$ cat src/rtl/uart_pkg.sv
// Shared UART definitions: FSM states, baud indices, frame constants and the
// divisor function used by both the transmitter and the receiver.
package uart_pkg;

  typedef enum logic [2:0] {
    StIdle,
    StStart,
    StData,
    StParity,
    StStop
  } tx_state_e;

  localparam logic [2:0] BAUD_300    = 3'd0;
  localparam logic [2:0] BAUD_1200   = 3'd1;
  localparam logic [2:0] BAUD_4800   = 3'd2;
  localparam logic [2:0] BAUD_9600   = 3'd3;
  localparam logic [2:0] BAUD_19200  = 3'd4;
  localparam logic [2:0] BAUD_38400  = 3'd5;
  localparam logic [2:0] BAUD_57600  = 3'd6;
  localparam logic [2:0] BAUD_115200 = 3'd7;

  localparam int unsigned FRAME_BITS = 11;
  localparam int unsigned OVERSAMPLE = 16;
  localparam int unsigned TICK_W     = 14;

  function automatic int unsigned baud_rate(input logic [2:0] idx);
    case (idx)
      BAUD_300:    return 300;
      BAUD_1200:   return 1200;
      BAUD_4800:   return 4800;
      BAUD_9600:   return 9600;
      BAUD_19200:  return 19200;
      BAUD_38400:  return 38400;
      BAUD_57600:  return 57600;
      default:     return 115200;
    endcase
  endfunction

  // Rounded clocks per oversample tick: round(clk_freq / (16 * baud)).
  function automatic logic [TICK_W-1:0] baud_divisor(input int unsigned clk_freq,
                                                     input logic [2:0]  idx);
    int unsigned rate;
    rate = baud_rate(idx);
    return TICK_W'((clk_freq + (OVERSAMPLE / 2) * rate) / (OVERSAMPLE * rate));
  endfunction

endpackage

$ cat src/rtl/baud_controller.sv
// 16x oversample tick generator. The divisor table is constant-folded from
// CLK_FREQ; clear restarts the count so a frame's first tick is a full period away.
module baud_controller
  import uart_pkg::*;
#(
  parameter int unsigned CLK_FREQ = 50_000_000
) (
  input  logic       clock,
  input  logic       reset,
  input  logic       clear,
  input  logic [2:0] baud_select,
  output logic       tick
);

  logic [TICK_W-1:0] div_table [8];
  logic [TICK_W-1:0] cnt_q;

  always_comb begin
    for (int i = 0; i < 8; i++) begin
      div_table[i] = baud_divisor(CLK_FREQ, 3'(i));
    end
  end

  assign tick = (cnt_q == div_table[baud_select] - TICK_W'(1));

  always_ff @(posedge clock) begin
    if (reset || clear || tick) begin
      cnt_q <= '0;
    end else begin
      cnt_q <= cnt_q + TICK_W'(1);
    end
  end

endmodule

$ cat src/rtl/uart_transmitter.sv
// 8E1 asynchronous transmitter: start, 8 data bits LSB first, even parity, stop.
// Byte, parity and baud index are latched on acceptance so the frame is self-contained.
module uart_transmitter
  import uart_pkg::*;
#(
  parameter int unsigned CLK_FREQ = 50_000_000
) (
  input  logic       clock,
  input  logic       reset,
  input  logic       Tx_EN,
  input  logic       Tx_WR,
  input  logic [7:0] Tx_DATA,
  input  logic [2:0] baud_select,
  output logic       TxD,
  output logic       Tx_BUSY
);

  tx_state_e  state_q;
  logic [7:0] shift_q;
  logic       parity_q;
  logic [2:0] baud_q;
  logic [2:0] bit_idx_q;
  logic [3:0] os_cnt_q;
  logic       txd_q;
  logic       busy_q;
  logic       tick;
  logic       accept;
  logic       bit_end;

  assign accept  = Tx_WR && Tx_EN && !busy_q;
  assign bit_end = tick && (os_cnt_q == 4'(OVERSAMPLE - 1));
  assign TxD     = txd_q;
  assign Tx_BUSY = busy_q;

  baud_controller #(
    .CLK_FREQ (CLK_FREQ)
  ) u_baud (
    .clock       (clock),
    .reset       (reset),
    .clear       (accept),
    .baud_select (baud_q),
    .tick        (tick)
  );

  always_ff @(posedge clock) begin
    if (reset) begin
      state_q   <= StIdle;
      shift_q   <= '0;
      parity_q  <= 1'b0;
      baud_q    <= '0;
      bit_idx_q <= '0;
      os_cnt_q  <= '0;
      txd_q     <= 1'b1;
      busy_q    <= 1'b0;
    end else if (state_q == StIdle) begin
      if (accept) begin
        shift_q   <= Tx_DATA;
        parity_q  <= ^Tx_DATA;
        baud_q    <= baud_select;
        bit_idx_q <= '0;
        os_cnt_q  <= '0;
        txd_q     <= 1'b0;
        busy_q    <= 1'b1;
        state_q   <= StStart;
      end
    end else if (tick) begin
      os_cnt_q <= os_cnt_q + 4'd1;
      if (bit_end) begin
        unique case (state_q)
          StStart: begin
            txd_q   <= shift_q[0];
            state_q <= StData;
          end
          StData: begin
            if (bit_idx_q == 3'd7) begin
              txd_q   <= parity_q;
              state_q <= StParity;
            end else begin
              // Bit 0 of shift_q is on the line; the next bit sits at index 1.
              txd_q     <= shift_q[1];
              shift_q   <= shift_q >> 1;
              bit_idx_q <= bit_idx_q + 3'd1;
            end
          end
          StParity: begin
            txd_q   <= 1'b1;
            state_q <= StStop;
          end
          StStop: begin
            busy_q  <= 1'b0;
            state_q <= StIdle;
          end
          default: state_q <= StIdle;
        endcase
      end
    end
  end

endmodule

$ cat config.mk
export PLATFORM = sky130hd
export DESIGN_NAME = uart_transmitter
export DESIGN_NICKNAME = d
export VERILOG_FILES = /design/src/rtl/uart_pkg.sv /design/src/rtl/baud_controller.sv /design/src/rtl/uart_transmitter.sv
export SDC_FILE = /design/constraint.sdc
export NUM_CORES = 1
export LEC_CHECK = 0
export ABC_CLOCK_PERIOD_IN_PS = 5350
export BUFFER_PORTS_ARGS = -buffer_cell sky130_fd_sc_hd__buf_2
export CORE_ASPECT_RATIO = 0.7
export CORE_MARGIN = 5
export CORE_UTILIZATION = 45
export DETAILED_ROUTE_END_ITERATION = 10
export PLACE_DENSITY = 0.65
export SKIP_CTS_REPAIR_TIMING = 1
export SYNTH_ARGS = -nofsm -noshare
export SYNTH_HDL_FRONTEND = slang
export SYNTH_SLANG_ARGS = --single-unit
$ cat constraint.sdc
create_clock -name clock -period 5.35 [get_ports clock]
set_input_delay 0.2675 -clock clock [delete_from_list [all_inputs] [get_ports clock]]
set_output_delay 0.2675 -clock clock [all_outputs]
set_load 0.03 [all_outputs]
==> summary.txt <==
Clk pwr share = 0.365
worst-path fanout max = 20
filler instances = 562
Sink Count = 38
cell taking the most area after synthesis = dfxtp_1
Crit. Startpoint = baud_q[1]
crit path capture type = flop
Syn Inst Count = 311
Yosys warning total = 0
register area share after synthesis = 0.295
Max-slew headroom = 0.449
area share of the largest cell type after synthesis = 0.295
Die Width = 100 um
EDFF count, synth = 0
post-place setup slack = 1.33 ns
#FFs+latches synth = 38
first drt pass iteration count = 4
global route total overflow = 0
Final Non-Filler Cells = 394
Top FF cell, synth = dfxtp_1
global-route wire length before repair = 9.21 mm
via count = 2,125
hold path startpoint = baud_select[2]
layout cells sized above 1 = 0.122
Avg WL per Cell = 13.9 um
HPWL after DPL = 4.02 mm
height of the die = 73.3 um
Max Root-Sink Buffers = 2
initial antenna violation count = 0
Max VDD drop = 113 uV
final setup margin = 1.26 ns
fin nets = 345
Pint = 0.479 mW
reg2reg start = baud_q[1]
pin slew with the least headroom to its limit = 0.824 ns
outcome = finished clean
Final Core Density = 0.486
placed inst area = 2630 sq um
CTS buffer count = 5
Comb pwr share = 0.171
CTS tree = built
Initial Util = 0.457
CTS root buf = clkbuf_8
Post-Syn Nets = 338
DR DRC count = 0
worst min path class = in2reg
later-pin clock latency in the skew report = 0.29 ns
largest net degree at the start of global routing = 27
# rows = 23
port buffer count = 16
Vias/cell = 5.39
Hold Vio Cnt, Final = 0
clk_skew = 0.00355 ns
FMAX = 245 MHz
Syn Area/Cell = 8.29 sq um
drt total wl = 5.47 mm
PD cells = 242 nW/um^2
CTS H-tree lvls = 2
Setup TNS Final = 0 ns
DIE AREA = 7370 sq um
post-synth cell types = 57
ANT nets after route = 0
leading post-synthesis cells by cell area = dfxtp_1 30%, xnor2_1 6.5%, ha_1 5.8%
Top Ports = 17
synthesis-to-finish area growth = 6.26%
design area = 2740 sq um
fraction of registers with async set or reset after synthesis = 0
Net Sw Frac = 0.278
initial DRC count = 118
core area = 5640 sq um
Req. time, crit path = 5.57 ns
total power = 0.664 mW
ant diodes = 0
switching pwr = 0.185 mW
unrepaired setup endpoints after global routing = no
Worst Hold Slack = 0.216 ns
most instantiated cells after synthesis = 39 x nand2_1, 38 x dfxtp_1, 28 x nand3_1
Leak = 1.01 nW
final setup violating endpoints = 0
Seq pwr share = 0.464
Global Route Usage Sum = 0.158
critical path type = reg2reg
placed cells = 386
max-cap violations = 0
Worst Setup Start Kind = flop
min Tclk post-route = 4.09 ns
vias in the first global route = 1,868
Clock Pin Slew Worst Setup and Hold Paths = 0.08 ns
Final Wtd Congestion = 0.895
fin. max-slew vios = 0
count leader, synth = nand2_1
Synth Cell Area = 2580 sq um
fin crit share = 0.764
CP Data Arrival Time = 4.31 ns
==> power by group through the flow <==
stage	combinational [mW]	sequential, mW	clock [mW]
floorplan	0.0954	0.309	0
global placement	0.113	0.315	0
detailed placement	0.113	0.315	0
CTS	0.114	0.308	0.246
global route	0.127	0.310	0.257
finish	0.113	0.308	0.242
==> worst max-delay path, cell delays in order (launching register included) <==
cell	delay, ns
dfxtp_1	0.59
inv_1	0.17
ha_1	0.29
or4b_4	0.54
a2111oi_4	0.53
a21oi_1	0.11
xnor2_1	0.20
nor4_2	0.43
nand3_1	0.59
a22o_1	0.43
a21oi_1	0.14
==> path summary, 6_finish.rpt <==
| check | to | cells past startpoint | slack [ns] |
|---|---|---|---|
| max | shift_q[4] | 10 | 1.26 |
| min | baud_q[2] | 3 | 0.22 |
| max reg2reg | shift_q[4] | 10 | 1.26 |
| min reg2reg | shift_q[3] | 2 | 0.47 |
==> metal layers <==
layer	routed length (um)	vias to the layer above	track usage
met5	0	-	0
met4	36	0	0.0448
met3	222	4	0.0398
met2	2140	38	0.206
met1	3070	962	0.249
li1	-	1121	-
==> final cells by class <==
cell class	instances	area, sq um	area share
Multi-Input combinational cell	249	1660	0.608
Clock buffer	7	76.3	0.0279
Timing Repair Buffer	17	87.6	0.0320
Clock inverter	1	30.0	0.0110
Tap cell	75	93.8	0.0343
Sequential cell	38	761	0.278
Inverter	7	26.3	0.00959
==> cell families (layout without fill, tap and decap cells) <==
logic type | Yosys count | after routing | share of synthesized area
muxes | 3 | 3 | 0.0117
xor gates and xnor gates | 30 | 30 | 0.107
and+or+nand+nor | 143 | 143 | 0.291
buffers and inverters | 24 | 32 | 0.0592
AOI/OAI and AO/OA | 61 | 61 | 0.178
adders and majority gates | 12 | 12 | 0.0583
DFF | 38 | 38 | 0.295
==> cells in the final DEF, fill, tap and decap left out, types with 2 or more instances in the layout <==
cell      instances
nand2_1          39
dfxtp_1          38
nand3_1          28
nor2_1           27
a21oi_1          23
xnor2_1          19
buf_2            16
ha_1             12
xor2_1           10
a22o_1            8
inv_1             7
nor3_1            7
and3_1            7
nand2b_1          5
or3_1             5
clkbuf_8          5
o21ai_0           4
a21o_1            4
mux2i_1           3
nand4_1           3
a211oi_1          3
nor4_2            3
nor3b_1           2
nor4_1            2
o211a_1           2
a31oi_1           2
nor2b_1           2
a31o_2            2
clkbuf_1          2
==> registers in the layout, indices dropped and copies added, names as in the netlist, 3 cells and up <==
signal / flops
os_cnt_q: 4
u_baud.cnt_q: 14
state_q: 3
shift_q: 8
baud_q: 3
bit_idx_q: 3
No activity file was read; power rests on OpenSTA's default activity.
